File: config.mk
export PLATFORM = sky130hd
export DESIGN_NAME = clkdiv_cfg_ctrl
export DESIGN_NICKNAME = d
export VERILOG_FILES = /design/src/rtl/clkdiv_pkg.sv /design/src/rtl/clkdiv_cfg_tmr.sv /design/src/rtl/clkdiv_cfg_ctrl.sv
export SDC_FILE = /design/constraint.sdc
export NUM_CORES = 1
export LEC_CHECK = 0
export CORE_MARGIN = 1
export CORE_UTILIZATION = 56
export DETAILED_ROUTE_END_ITERATION = 10
export PLACE_DENSITY = 0.81
export SKIP_LAST_GASP = 1
export SYNTH_ARGS = -nofsm -noshare
export SYNTH_HDL_FRONTEND = slang
export SYNTH_SLANG_ARGS = --single-unit
File: constraint.sdc
create_clock -name i_ref_clk -period 5.2 [get_ports i_ref_clk]
set_input_delay 0.78 -clock i_ref_clk [delete_from_list [all_inputs] [get_ports i_ref_clk]]
set_output_delay 0.78 -clock i_ref_clk [all_outputs]
set_load 0.02 [all_outputs]
File: src/rtl/clkdiv_pkg.sv
// clkdiv_pkg: FSM states, bypass threshold and WAIT_LOW timeout length shared by the divider config sequencer
package clkdiv_pkg;
   typedef enum logic [2:0] {IDLE, WAIT_LOW, DISABLE, LOAD, ENABLE, DONE} state_t;
   localparam int BYPASS_THR = 2;
   function automatic int tmo_cyc(input int width);
      return (1 << width) + 1;
   endfunction
endpackage

File: src/rtl/clkdiv_cfg_tmr.sv
// clkdiv_cfg_tmr: loadable down-counter that stops at zero, shared by the settle and timeout waits
//   clk, rst_n : clock and async active-low reset
//   load       : load load_val this cycle (takes priority over counting)
//   load_val   : value loaded; zero is seen load_val+1 edges after the load
//   zero       : counter has reached zero
module clkdiv_cfg_tmr #(
   parameter int W = 5
) (
   input  logic         clk,
   input  logic         rst_n,
   input  logic         load,
   input  logic [W-1:0] load_val,
   output logic         zero
);
   logic [W-1:0] cnt;
   always_ff @(posedge clk or negedge rst_n)
      if (!rst_n) cnt <= '0;
      else if (load) cnt <= load_val;
      else if (cnt != '0) cnt <= cnt - 1'b1;
   assign zero = (cnt == '0);
endmodule

File: src/rtl/clkdiv_cfg_ctrl.sv
// clkdiv_cfg_ctrl: glitch-safe ratio update sequencer driving an integer clock divider's enable and ratio
//   i_ref_clk, i_rst_n       : reference clock, async active-low reset
//   i_req_valid/i_req_ratio  : ratio update request, accepted when o_req_ready is high
//   o_req_ready              : high while idle
//   i_div_clk                : divided clock fed back from the divider
//   o_clk_en, o_div_ratio    : divider enable and ratio
//   o_busy, o_done, o_timeout: sequence status; done and timeout are one-cycle pulses
module clkdiv_cfg_ctrl import clkdiv_pkg::*; #(
   parameter int WIDTH         = 4,
   parameter int SETTLE_CYC    = 2,
   parameter int DEFAULT_RATIO = 1
) (
   input  logic             i_ref_clk,
   input  logic             i_rst_n,
   input  logic             i_req_valid,
   input  logic [WIDTH-1:0] i_req_ratio,
   output logic             o_req_ready,
   input  logic             i_div_clk,
   output logic             o_clk_en,
   output logic [WIDTH-1:0] o_div_ratio,
   output logic             o_busy,
   output logic             o_done,
   output logic             o_timeout
);
   localparam int TMO  = tmo_cyc(WIDTH);
   localparam int TMAX = (TMO - 1 > SETTLE_CYC - 1) ? TMO - 1 : SETTLE_CYC - 1;
   localparam int TW   = $clog2(TMAX + 1);
   state_t           state;
   logic [WIDTH-1:0] pending;
   logic             target_en;
   logic             req_en;
   logic             same;
   logic             tmr_load;
   logic             tmr_zero;
   logic [TW-1:0]    tmr_val;
   assign o_req_ready = (state == IDLE);
   assign req_en      = (i_req_ratio >= WIDTH'(BYPASS_THR));
   assign same        = (i_req_ratio == o_div_ratio) && (req_en == o_clk_en);
   // load on leaving IDLE for a real change, and again when WAIT_LOW hands over to DISABLE
   assign tmr_load = (o_req_ready && i_req_valid && !same) ||
                     (state == WAIT_LOW && (!i_div_clk || tmr_zero));
   assign tmr_val  = (o_req_ready && o_clk_en) ? TW'(TMO - 1) : TW'(SETTLE_CYC - 1);
   clkdiv_cfg_tmr #(.W(TW)) u_tmr (
      .clk      (i_ref_clk),
      .rst_n    (i_rst_n),
      .load     (tmr_load),
      .load_val (tmr_val),
      .zero     (tmr_zero)
   );
   always_ff @(posedge i_ref_clk or negedge i_rst_n)
      if (!i_rst_n) begin
         state       <= IDLE;
         pending     <= WIDTH'(DEFAULT_RATIO);
         target_en   <= 1'b0;
         o_clk_en    <= 1'b0;
         o_div_ratio <= WIDTH'(DEFAULT_RATIO);
         o_busy      <= 1'b0;
         o_done      <= 1'b0;
         o_timeout   <= 1'b0;
      end else begin
         o_done    <= 1'b0;
         o_timeout <= 1'b0;
         case (state)
            IDLE:
               if (i_req_valid) begin
                  pending   <= i_req_ratio;
                  target_en <= req_en;
                  if (same) begin
                     state  <= DONE;
                     o_done <= 1'b1;
                  end else begin
                     state  <= o_clk_en ? WAIT_LOW : DISABLE;
                     o_busy <= 1'b1;
                  end
               end
            WAIT_LOW:
               if (!i_div_clk || tmr_zero) begin
                  state     <= DISABLE;
                  o_clk_en  <= 1'b0;
                  o_timeout <= i_div_clk;
               end
            DISABLE:
               if (tmr_zero) begin
                  state       <= LOAD;
                  o_div_ratio <= pending;
               end
            LOAD: begin
               state    <= ENABLE;
               o_clk_en <= target_en;
            end
            ENABLE: begin
               state  <= DONE;
               o_done <= 1'b1;
            end
            DONE: begin
               state  <= IDLE;
               o_busy <= 1'b0;
            end
            default: state <= IDLE;
         endcase
      end
endmodule

## Word-level counts from Yosys, hierarchy flattened

Cells that the tools add are included.

| cells by class | value |
|---|---|
| add/sub/neg operators | 1 |
| muxes and demuxes | 19 |
| eq/ne operators | 11 |
| order comparisons | 1 |
| reductions and logical operators | 20 |

Operator list:

| operator | number |
|---|---|
| $mux W5 | 3 |
| $pmux W3 S5 | 1 |
| $mux W3 | 4 |
| $mux W1 | 7 |
| $eq A3 B2 Y1 const B | 2 |
| $eq A3 B3 Y1 const B | 2 |
| $ne A2 B2 Y1 const B | 3 |
| $pmux W1 S2 | 3 |
| $reduce_and A2 Y1 | 3 |
| $reduce_and A3 Y1 | 2 |
| $reduce_bool A2 Y1 | 3 |
| $logic_and A1 B1 Y1 | 5 |
| $logic_not A5 Y1 | 1 |
| $reduce_bool A5 Y1 | 1 |
| $sub A5 B1 Y5 const B | 1 |
| $eq A4 B4 Y1 | 1 |
| $ge A4 B2 Y1 const B | 1 |
| $eq A3 B1 Y1 const B | 1 |
| $logic_not A3 Y1 | 1 |
| $logic_not A1 Y1 | 2 |
| $logic_or A1 B1 Y1 | 2 |
| $mux W2 | 1 |
| $ne A2 B1 Y1 const B | 1 |
| $eq A1 B1 Y1 | 1 |

| word-level totals | value |
|---|---|
| logic and storage cells | 61 |
| input port bits | 8 |
| register bits after elaboration | 21 |

## Longest topological paths before layout

Gate-level depths: netlist of run 1.

| logic depth | value |
|---|---|
| depth after elaboration | 7 |
| mapped depth | 7 |
| depth with buffers taken out | 6 |

## By module

A second synthesis of run 1 with hierarchy kept.

| second synthesis, totals | value |
|---|---|
| cell total of the unflattened synthesis | 101 |
| area total of the unflattened synthesis | 1143.6 sq um |

Modules (own cells, without submodules):

| module | instances | cells an instance | seq. area each (sq um) | area an instance (sq um) |
|---|---|---|---|---|
| clkdiv_cfg_ctrl | 1 | 74 | 402.9 | 864.6 |
| clkdiv_cfg_tmr | 1 | 27 | 125.1 | 279.0 |

## Worst setup path after synthesis of run 1

No wires, ideal clock.

| timing | value |
|---|---|
| kind | register -> output |
| start | register state[1] |
| end | output port o_req_ready |
| stages on the path, launching flop included | 3 |
| data required time | 4420 ps |
| data arrival time | 1185 ps |
| path slack | 3235 ps |
| buffers on the path | 1 |
| path through | dfrtp_1 > clkbuf_1 > nor3_1 |

| on the way | value |
|---|---|
| cells in the longest elaborated chain, start to end | 1 |

RTL lines:

| item | RTL line | text |
|---|---|---|
| start, declared | clkdiv_cfg_ctrl.sv:28 | `state_t state;` |
| start signal, assigned | clkdiv_cfg_ctrl.sv:72 | `state <= o_clk_en ? WAIT_LOW : DISABLE;` |
| $logic_not A3 Y1 | clkdiv_cfg_ctrl.sv:36 | `assign o_req_ready = (state == IDLE);` |
| end, declared | clkdiv_cfg_ctrl.sv:17 | `output logic o_req_ready,` |

No other way between the ends.

## Worst setup path after layout of run 1

| timing | value |
|---|---|
| start | register state[0] |
| end | output port o_req_ready |

Same word-level chain as after synthesis.

==> results of run 1 <==
## cells by family after synthesis
logic type	count (synthesis)	synth area share, %
AO/OA/AOI/OAI	16	10.7
XOR/XNOR	7	5.51
adder cells (fa/ha/maj)	2	2.25
buffers and inverters	9	3.26
flip-flops	21	47.5
multiplexers	12	11.8
AND/OR/NAND/NOR	33	19.0
## flip-flops by register name, indices dropped and copies added (netlist names)
register and cells:
o_timeout 1, o_clk_en 1, o_busy 1, o_div_ratio 4, target_en 1, o_done 1, u_tmr.cnt 5, state 3
pending 4
## layout make-up
cell class                      count  area, sq um  area share [%]
Sequential cell                    21          528            40.2
Tap cell                           25         31.3            2.38
Timing Repair Buffer               16          160            12.2
Multi-Input combinational cell     70          548            41.8
Clock buffer                        4         26.3            2.00
Inverter                            5         18.8            1.43
## Yosys cell counts (all sizes together)
master | instances | area (sq um)
nor2 | 8 | 30.0
nor2b | 2 | 12.5
or4b | 1 | 10.0
mux2 | 9 | 101
dfstp | 2 | 52.6
xnor2 | 3 | 26.3
nand2 | 6 | 22.5
o41ai | 1 | 8.76
a31oi | 2 | 12.5
buf | 2 | 10.0
clkbuf | 2 | 7.51
a21boi | 1 | 7.51
a32o | 1 | 10.0
dfrtp | 19 | 475
o31ai | 2 | 15.0
nand3b | 1 | 7.51
nand2b | 1 | 6.26
o211ai | 2 | 15.0
or4 | 1 | 7.51
nor3 | 5 | 25.0
a2bb2oi | 1 | 8.76
nor3b | 1 | 18.8
xor2 | 4 | 35.0
mux2i | 3 | 30.0
nor4b | 2 | 38.8
ha | 2 | 25.0
nand3 | 3 | 20.0
a2111o | 1 | 11.3
nor4 | 2 | 12.5
a211oi | 2 | 15.0
a21oi | 3 | 15.0
inv | 5 | 18.8
## power by group through the flow
stage          Clock (mW)  Combinational [mW]  Sequential, mW
2_1_floorplan           0               0.257           0.319
3_3_place_gp            0               0.360           0.319
3_5_place_dp            0               0.366           0.323
4_1_cts            0.0798               0.369           0.320
5_1_grt            0.0836               0.401           0.329
6_report           0.0756               0.366           0.320
## layer usage
layer / wire length, um / GRT usage (%) / up-vias
met2: 935 / 32.2 / 22
met4: 21 / 9.41 / 0
met1: 902 / 28.4 / 401
met5: 0 / 0 / -
met3: 64 / 2.35 / 2
li1: - / - / 393
## critical path, cell delays in order (launching register included)
cell and delay [ns]:
dfrtp_1 0.58, nor3_1 0.36, clkdlybuf4s50_1 0.68
## through the flow
| stage | cells | setup slack, ns | power, mW | area [sq um] |
|---|---|---|---|---|
| after CTS | 141 | 2.49 | 0.768 | 1310 |
| after floorplan | 100 | 3.24 | 0.576 | 1110 |
| final | 141 | 2.50 | 0.761 | 1310 |
| after global routing | 141 | 2.38 | 0.814 | 1310 |
| after detailed placement | 137 | 2.61 | 0.689 | 1290 |
| after global placement | 137 | 2.65 | 0.679 | 1290 |
## path summary, 6_finish.rpt
check	from	endpoint	slack (ns)	cells after the start
worst max-delay path	state[0]	o_req_ready	2.50	2
min in group asynchronous	i_rst_n	o_done	0.97	1
worst min-delay path	pending[3]	o_div_ratio[3]	0.51	1
worst max register to register	u_tmr.cnt[1]	o_div_ratio[1]	3.04	5
max in group asynchronous	i_rst_n	o_busy	3.69	1
worst min register to register	pending[3]	o_div_ratio[3]	0.51	1
==> impl_metrics.tcl, run 1 <==
set metrics [dict create \
    min_period_ns 2.70 \
    powerDensity_nw_per_um2 580 \
    syn_area_per_cell_sq_um 11.1 \
    fp.dieW_um 46.6 \
    swShare_pct 39.7 \
    drtPass1Iterations 4 \
    post-route-util_pct 72.8 \
    ys_seq_area_share_pct 47.5 \
    grt_max_degree 22 \
    critPathMaxFanout 15 \
    grt_overflow 0 \
    critPathKind "flip-flop to output pin" \
    grt_usage_pct 20.6 \
    fin_worst_skew_ns 0.00163 \
    routabilityCongestion 0.823 \
    synth_area_sq_um 1110 \
    fin_crit_sh_pct 52.0 \
    num_antenna_cells 0 \
    cts_setup_buffers 0 \
    clk_pin_slew_ns 0.11 \
    rows 15 \
    antenna_found_initial 0 \
    p_comb_share_pct 48.0 \
    slew_headroom_pct 40.8 \
    viasPerCell 5.80 \
    layout_common_cells "dfrtp_1 (19), clkdlybuf4s50_1 (16), mux2_2 (9)" \
    grt_pass1_wl_mm 3.13 \
    ys_types 34 \
    peakVddDrop_mv 0.326 \
    routed-via-count 818 \
    p_int_mw 0.459 \
    hold_viol 0 \
    clkLatencyLatePin_ns 0.30 \
    h-tree-depth 1 \
    drt-total-wl_mm 1.92 \
    hpwl_mm 1.45 \
    crit_required_ns 4.42 \
    grt_pass1_vias 735 \
    p_leak_nw 0.547 \
    cts_resized 0 \
    wl_per_cell_um 13.6 \
    io_pins 17 \
    pwr-share-clk_pct 9.9 \
    slew_violations 0 \
    drt_iter0_drc 22 \
    nFillCells 146 \
    switchingPower_mw 0.302 \
    cts_root_buf "clkbuf_4" \
    final_nets 127 \
    ant_nets 0 \
    coreArea_sq_um 1800 \
    setup_tns_ns 0 \
    power.share.sequential_pct 42.0 \
    holdBufCountCts 0 \
    dieArea_sq_um 2170 \
    synthesis.nets 110 \
    cts_tree "done" \
    die_h_um 46.6 \
    hold_class "flip-flop to flip-flop" \
    final_common_cell "dfrtp_1" \
    timing.hold.ws_ns 0.511 \
    port_buffers 16 \
    synth_seq_cells 21 \
    start_util_pct 61.7 \
    cp-start-kind "flip-flop" \
    drc 0 \
    setup_viol 0 \
    fmax_mhz 370 \
    postSynthCellCount 100 \
    cts_buffers 3 \
    grt_setup_unrepaired "no" \
    drive_gt1_share_pct 15.5 \
    clkSinkCount 21 \
    synthToLayoutAreaGrowth_pct 18.0 \
    status "finished clean" \
    maxCapViolCount 0 \
    clock_path_buffers 2 \
    end_kind "output pin" \
    worst_pin_slew_ns 0.885 \
    arrival_ns 1.92 \
    synth-warning-count 0 \
]
Power figures use the tool's default switching activity.
==> run 2, diff against run 1 <==
--- a/config.mk
+++ b/config.mk
@@ -6,9 +6,9 @@
 export NUM_CORES = 1
 export LEC_CHECK = 0
 export CORE_MARGIN = 1
-export CORE_UTILIZATION = 56
+export CORE_UTILIZATION = 47
 export DETAILED_ROUTE_END_ITERATION = 10
-export PLACE_DENSITY = 0.81
+export PLACE_DENSITY = 0.73
 export SKIP_LAST_GASP = 1
 export SYNTH_ARGS = -nofsm -noshare
 export SYNTH_HDL_FRONTEND = slang
==> constraint.sdc (replaced) <==
create_clock -name i_ref_clk -period 2.35 [get_ports i_ref_clk]
set_input_delay 0.3525 -clock i_ref_clk [delete_from_list [all_inputs] [get_ports i_ref_clk]]
set_output_delay 0.3525 -clock i_ref_clk [all_outputs]
set_load 0.02 [all_outputs]
==> run 2 against run 1 <==
Cell count up 6.4%. Sequential share of layout area down 1.4 points. Total power up 130%. Cell area up 3.7%. Clock power up 120%. Global-route usage down 0.12 points. Count of clock-buffer cells in the layout unchanged. Largest cell class unchanged. Highest routed layer unchanged.
==> impl_metrics.tcl, run 2 (synthesis gave the netlist of run 1 again) <==
set metrics [dict create \
    hold_viol 0 \
    layout_common_cells "dfrtp_1 (19), clkdlybuf4s50_1 (16), mux2_2 (9)" \
    final_nets 133 \
    num_antenna_cells 0 \
    largest_register_ffs 5 \
    clock_path_buffers 2 \
    reg_top3 "u_tmr.cnt: 5 flops, o_div_ratio: 4 flops, pending: 4 flops" \
    cts_tree "done" \
    r2r-start "u_tmr.cnt[0]" \
    grt_max_degree 14 \
    io_pins 17 \
    hold_class "input port to async pin" \
    routed-via-count 859 \
    largest_register "u_tmr.cnt" \
    worstPathCellList "nor3_1 > clkdlybuf4s50_1" \
    end_kind "output pin" \
    grt_usage_pct 20.5 \
    rr_worst_depth 5 \
    timing.hold.ws_ns 0.423 \
    routabilityCongestion 0.794 \
    min_period_ns 2.22 \
    status "finished clean" \
    crit_required_ns 2.00 \
    peakVddDrop_mv 0.663 \
    powerDensity_nw_per_um2 1280 \
    final_common_cell "dfrtp_1" \
    fin_crit_sh_pct 94.5 \
    drt_iter0_drc 21 \
    ff_latch_area_sq_um 528 \
    grt_pass1_vias 873 \
    drtPass1Iterations 5 \
    cts_setup_buffers 0 \
    nFillCells 192 \
    multi_input_area_sq_um 548 \
    drt-total-wl_mm 2.23 \
    antenna_found_initial 0 \
    slowest_stage "clkdlybuf4s50_1" \
    worst_pin_slew_ns 0.601 \
    viasPerCell 5.73 \
    p_leak_nw 0.578 \
    cp-start-kind "flip-flop" \
    ant_nets 0 \
    coreArea_sq_um 2210 \
    port_buffers 16 \
    cts_buffers 3 \
    drive_gt1_share_pct 19.7 \
    grt_overflow 0 \
    hpwl_mm 1.71 \
    setup_tns_ns 0 \
    dieArea_sq_um 2570 \
    critPathMaxFanout 9 \
    wl_per_cell_um 14.8 \
    setup_viol 0 \
    slew_violations 0 \
    cts_resized 0 \
    fin_worst_skew_ns 0.00242 \
    grt_setup_unrepaired "no" \
    rows 17 \
    h-tree-depth 1 \
    post-route-util_pct 61.5 \
    fp.dieW_um 50.7 \
    start_util_pct 50.3 \
    maxCapViolCount 0 \
    clkLatencyLatePin_ns 0.29 \
    grt_pass1_wl_mm 3.88 \
    critical_path.max_stage_delay_ns 0.67 \
    synthToLayoutAreaGrowth_pct 22.4 \
    cts_root_buf "clkbuf_4" \
    fmax_mhz 450 \
    r2r_slack_ns 0.29 \
    slew_headroom_pct 59.8 \
    drc 0 \
    critPathKind "flip-flop to output pin" \
    holdBufCountCts 0 \
    timing.rr.end "o_div_ratio[1]" \
    clk_pin_slew_ns 0.11 \
    clkSinkCount 21 \
    die_h_um 50.7 \
    arrival_ns 1.87 \
]
==> run 2: cell count changes in the layout (fill, tap and decap cells not counted), sizes merged <==
cell  change
buf       +6
==> run 2: critical path: cells and delay by family, from the launching register on <==
| kind | cells | cell delay [ns] |
|---|---|---|
| flops | 1 | 0.52 |
| simple gates | 1 | 0.38 |
| buf+inv | 1 | 0.67 |
==> run 2: how the worst max path moves through the flow <==
stage	to	startpoint	depth (start not counted)
floorplan	o_div_ratio[1]	u_tmr.cnt[0]	6
global placement	u_tmr.cnt[0]	i_req_ratio[1]	5
detailed placement	u_tmr.cnt[0]	i_req_ratio[1]	5
CTS	o_req_ready	state[2]	2
global route	o_req_ready	state[2]	2
finish	o_req_ready	state[2]	2
==> run 2: final cells by class <==
class	instances	share of cell area, %
clock buffers	4	1.93
inverters	5	1.38
multi-input cells	70	40.3
flip-flops and latches	21	38.8
well taps	28	2.57
repair buffers	22	15.1
==> run 2: power breakdown <==
group | switching, mW | internal, mW
registers | 0.144 | 0.528
clock network | 0.103 | 0.0660
logic | 0.443 | 0.461
total | 0.690 | 1.06
==> run 2: per-stage QoR <==
| stage | setup slack [ns] | power, mW | instances | cell area, sq um |
|---|---|---|---|---|
| floorplan | 0.452 | 1.28 | 100 | 1110 |
| global placement | 0.190 | 1.56 | 146 | 1340 |
| detailed placement | 0.144 | 1.59 | 146 | 1340 |
| CTS | 0.100 | 1.76 | 150 | 1360 |
| global route | 0.0233 | 1.89 | 150 | 1360 |
| finish | 0.129 | 1.75 | 150 | 1360 |
==> run 2: per-layer routing <==
layer	vias to the layer above	track usage (%)	part of all wire [%]
met5	-	0	0
li1	412	-	-
met2	19	34.2	50
met4	0	6.94	1.0
met3	4	3.64	3.0
met1	424	26.6	46
==> run 3, diff against run 2 <==
--- a/config.mk
+++ b/config.mk
@@ -5,10 +5,11 @@
 export SDC_FILE = /design/constraint.sdc
 export NUM_CORES = 1
 export LEC_CHECK = 0
+export ABC_CLOCK_PERIOD_IN_PS = 2350
 export CORE_MARGIN = 1
 export CORE_UTILIZATION = 47
 export DETAILED_ROUTE_END_ITERATION = 10
-export PLACE_DENSITY = 0.73
+export PLACE_DENSITY = 0.74
 export SKIP_LAST_GASP = 1
 export SYNTH_ARGS = -nofsm -noshare
 export SYNTH_HDL_FRONTEND = slang
==> run 3 against run 2 <==
Utilization rose by 0.40 points. Worst hold slack got worse by 0.0032 ns. Combinational power rose by 2%. Via count fell by 1.9%. Setup slack got worse by 0.0035 ns. Register-to-register slack improved by 0.04 ns. Sequential share of layout area fell by 0.25 points. Count of clock-buffer cells in the layout fell by 1. Critical endpoint unchanged. Largest power group unchanged.
==> impl_metrics.tcl, run 3 (synthesis gave the netlist of run 1 again) <==
set metrics [dict create \
    dp_cells 147 \
    holdBufCountCts 0 \
    clock_path_buffers 2 \
    clkSinkCount 21 \
    endpoint "o_req_ready" \
    antenna_found_initial 0 \
    critPathMaxFanout 9 \
    cp-start-kind "flip-flop" \
    drive_gt1_share_pct 21.1 \
    fin_ws_ns 0.125 \
    h-tree-depth 1 \
    timing.rr.end "o_div_ratio[2]" \
    p_leak_nw 0.585 \
    cts_resized 0 \
    grt_max_degree 15 \
    hold_class "input port to async pin" \
    start_util_pct 50.3 \
    largest_register_ffs 5 \
    hold_viol 0 \
    routed-via-count 843 \
    routabilityCongestion 0.848 \
    cts_tree "done" \
    slew_violations 0 \
    wl_per_cell_um 13.9 \
    min_period_ns 2.22 \
    total_power_mw 1.75 \
    final_common_cell "dfrtp_1" \
    die_h_um 50.7 \
    grt_overflow 0 \
    worst_pin_slew_ns 0.582 \
    rr_worst_depth 5 \
    stdcell_count 151 \
    crit_required_ns 2.00 \
    drt-total-wl_mm 2.10 \
    drtPass1Iterations 4 \
    drt_iter0_drc 18 \
    timing.hold.ws_ns 0.420 \
    clkLatencyLatePin_ns 0.29 \
    fp.dieW_um 50.7 \
    peakVddDrop_mv 0.718 \
    reg_top3 "u_tmr.cnt: 5 flops, o_div_ratio: 4 flops, pending: 4 flops" \
    ant_nets 0 \
    final_nets 134 \
    arrival_ns 1.87 \
    grt_usage_pct 17.9 \
    rows 17 \
    grt_pass1_vias 766 \
    drc 0 \
    synthToLayoutAreaGrowth_pct 23.2 \
    clk_pin_slew_ns 0.11 \
    hpwl_mm 1.70 \
    io_pins 17 \
    cts_setup_buffers 0 \
    final_area_sq_um 1370 \
    cts_buffers 3 \
    fin_crit_sh_pct 94.7 \
    cts_root_buf "clkbuf_4" \
    layout_common_cells "dfrtp_1 (19), clkdlybuf4s50_1 (16), mux2_2 (9)" \
    setup_viol 0 \
    port_buffers 16 \
    largest_register "u_tmr.cnt" \
    slew_headroom_pct 61.1 \
    maxCapViolCount 0 \
    num_antenna_cells 0 \
    fmax_mhz 450 \
    setup_tns_ns 0 \
    end_kind "output pin" \
    post-route-util_pct 61.9 \
    critPathKind "flip-flop to output pin" \
    placed_cell_area_sq_um 1340 \
    grt_pass1_wl_mm 3.47 \
    status "finished clean" \
    powerDensity_nw_per_um2 1280 \
    pre_cts_ws_ns 0.202 \
    dieArea_sq_um 2570 \
    r2r_slack_ns 0.33 \
    critPathLaunch "state[2]" \
    coreArea_sq_um 2210 \
    r2r-start "u_tmr.cnt[0]" \
    fin_worst_skew_ns 0.00451 \
    viasPerCell 5.58 \
    grt_setup_unrepaired "no" \
]
-- run 3: power breakdown --
group          internal, mW  switching [mW]  total (mW)  leakage (nW)
sequential            0.528           0.136       0.665         0.252
clock                0.0632           0.101       0.164        0.0177
combinational         0.468           0.454       0.923         0.315
total                  1.06           0.692        1.75         0.585
-- run 3: layout make-up --
cell class / instances / area, sq um
fill: 191 / 842
multi-input combinational: 70 / 548
sequential: 21 / 528
timing repair buffer: 23 / 213
tap: 28 / 35.0
clock buffer: 3 / 22.5
inverter: 5 / 18.8
clock inverter: 1 / 5.00
-- run 3: how the worst min path moves through the flow --
stage / start / to / slack, ns
finish: i_rst_n / u_tmr.cnt[4] / 0.42
global route: i_rst_n / u_tmr.cnt[2] / 0.44
CTS: i_rst_n / u_tmr.cnt[4] / 0.43
detailed placement: pending[1] / o_div_ratio[1] / 0.50
global placement: pending[3] / o_div_ratio[3] / 0.48
floorplan: i_rst_n / o_busy / 0.06
-- run 3: per-layer routing --
| layer | vias up | share of wire [%] | GRT usage, % | wire length [um] |
|---|---|---|---|---|
| li1 | 409 | - | - | - |
| met1 | 414 | 44 | 24.1 | 933 |
| met2 | 18 | 51 | 30.9 | 1070 |
| met3 | 2 | 3.9 | 2.73 | 82 |
| met4 | 0 | 0.48 | 2.78 | 10 |
| met5 | - | 0 | 0 | 0 |
-- run 3: worst max-delay path: stages, from the launching register on --
cell             delay (ns)
dfrtp_1                0.52
nor3_1                 0.39
clkdlybuf4s50_1        0.67
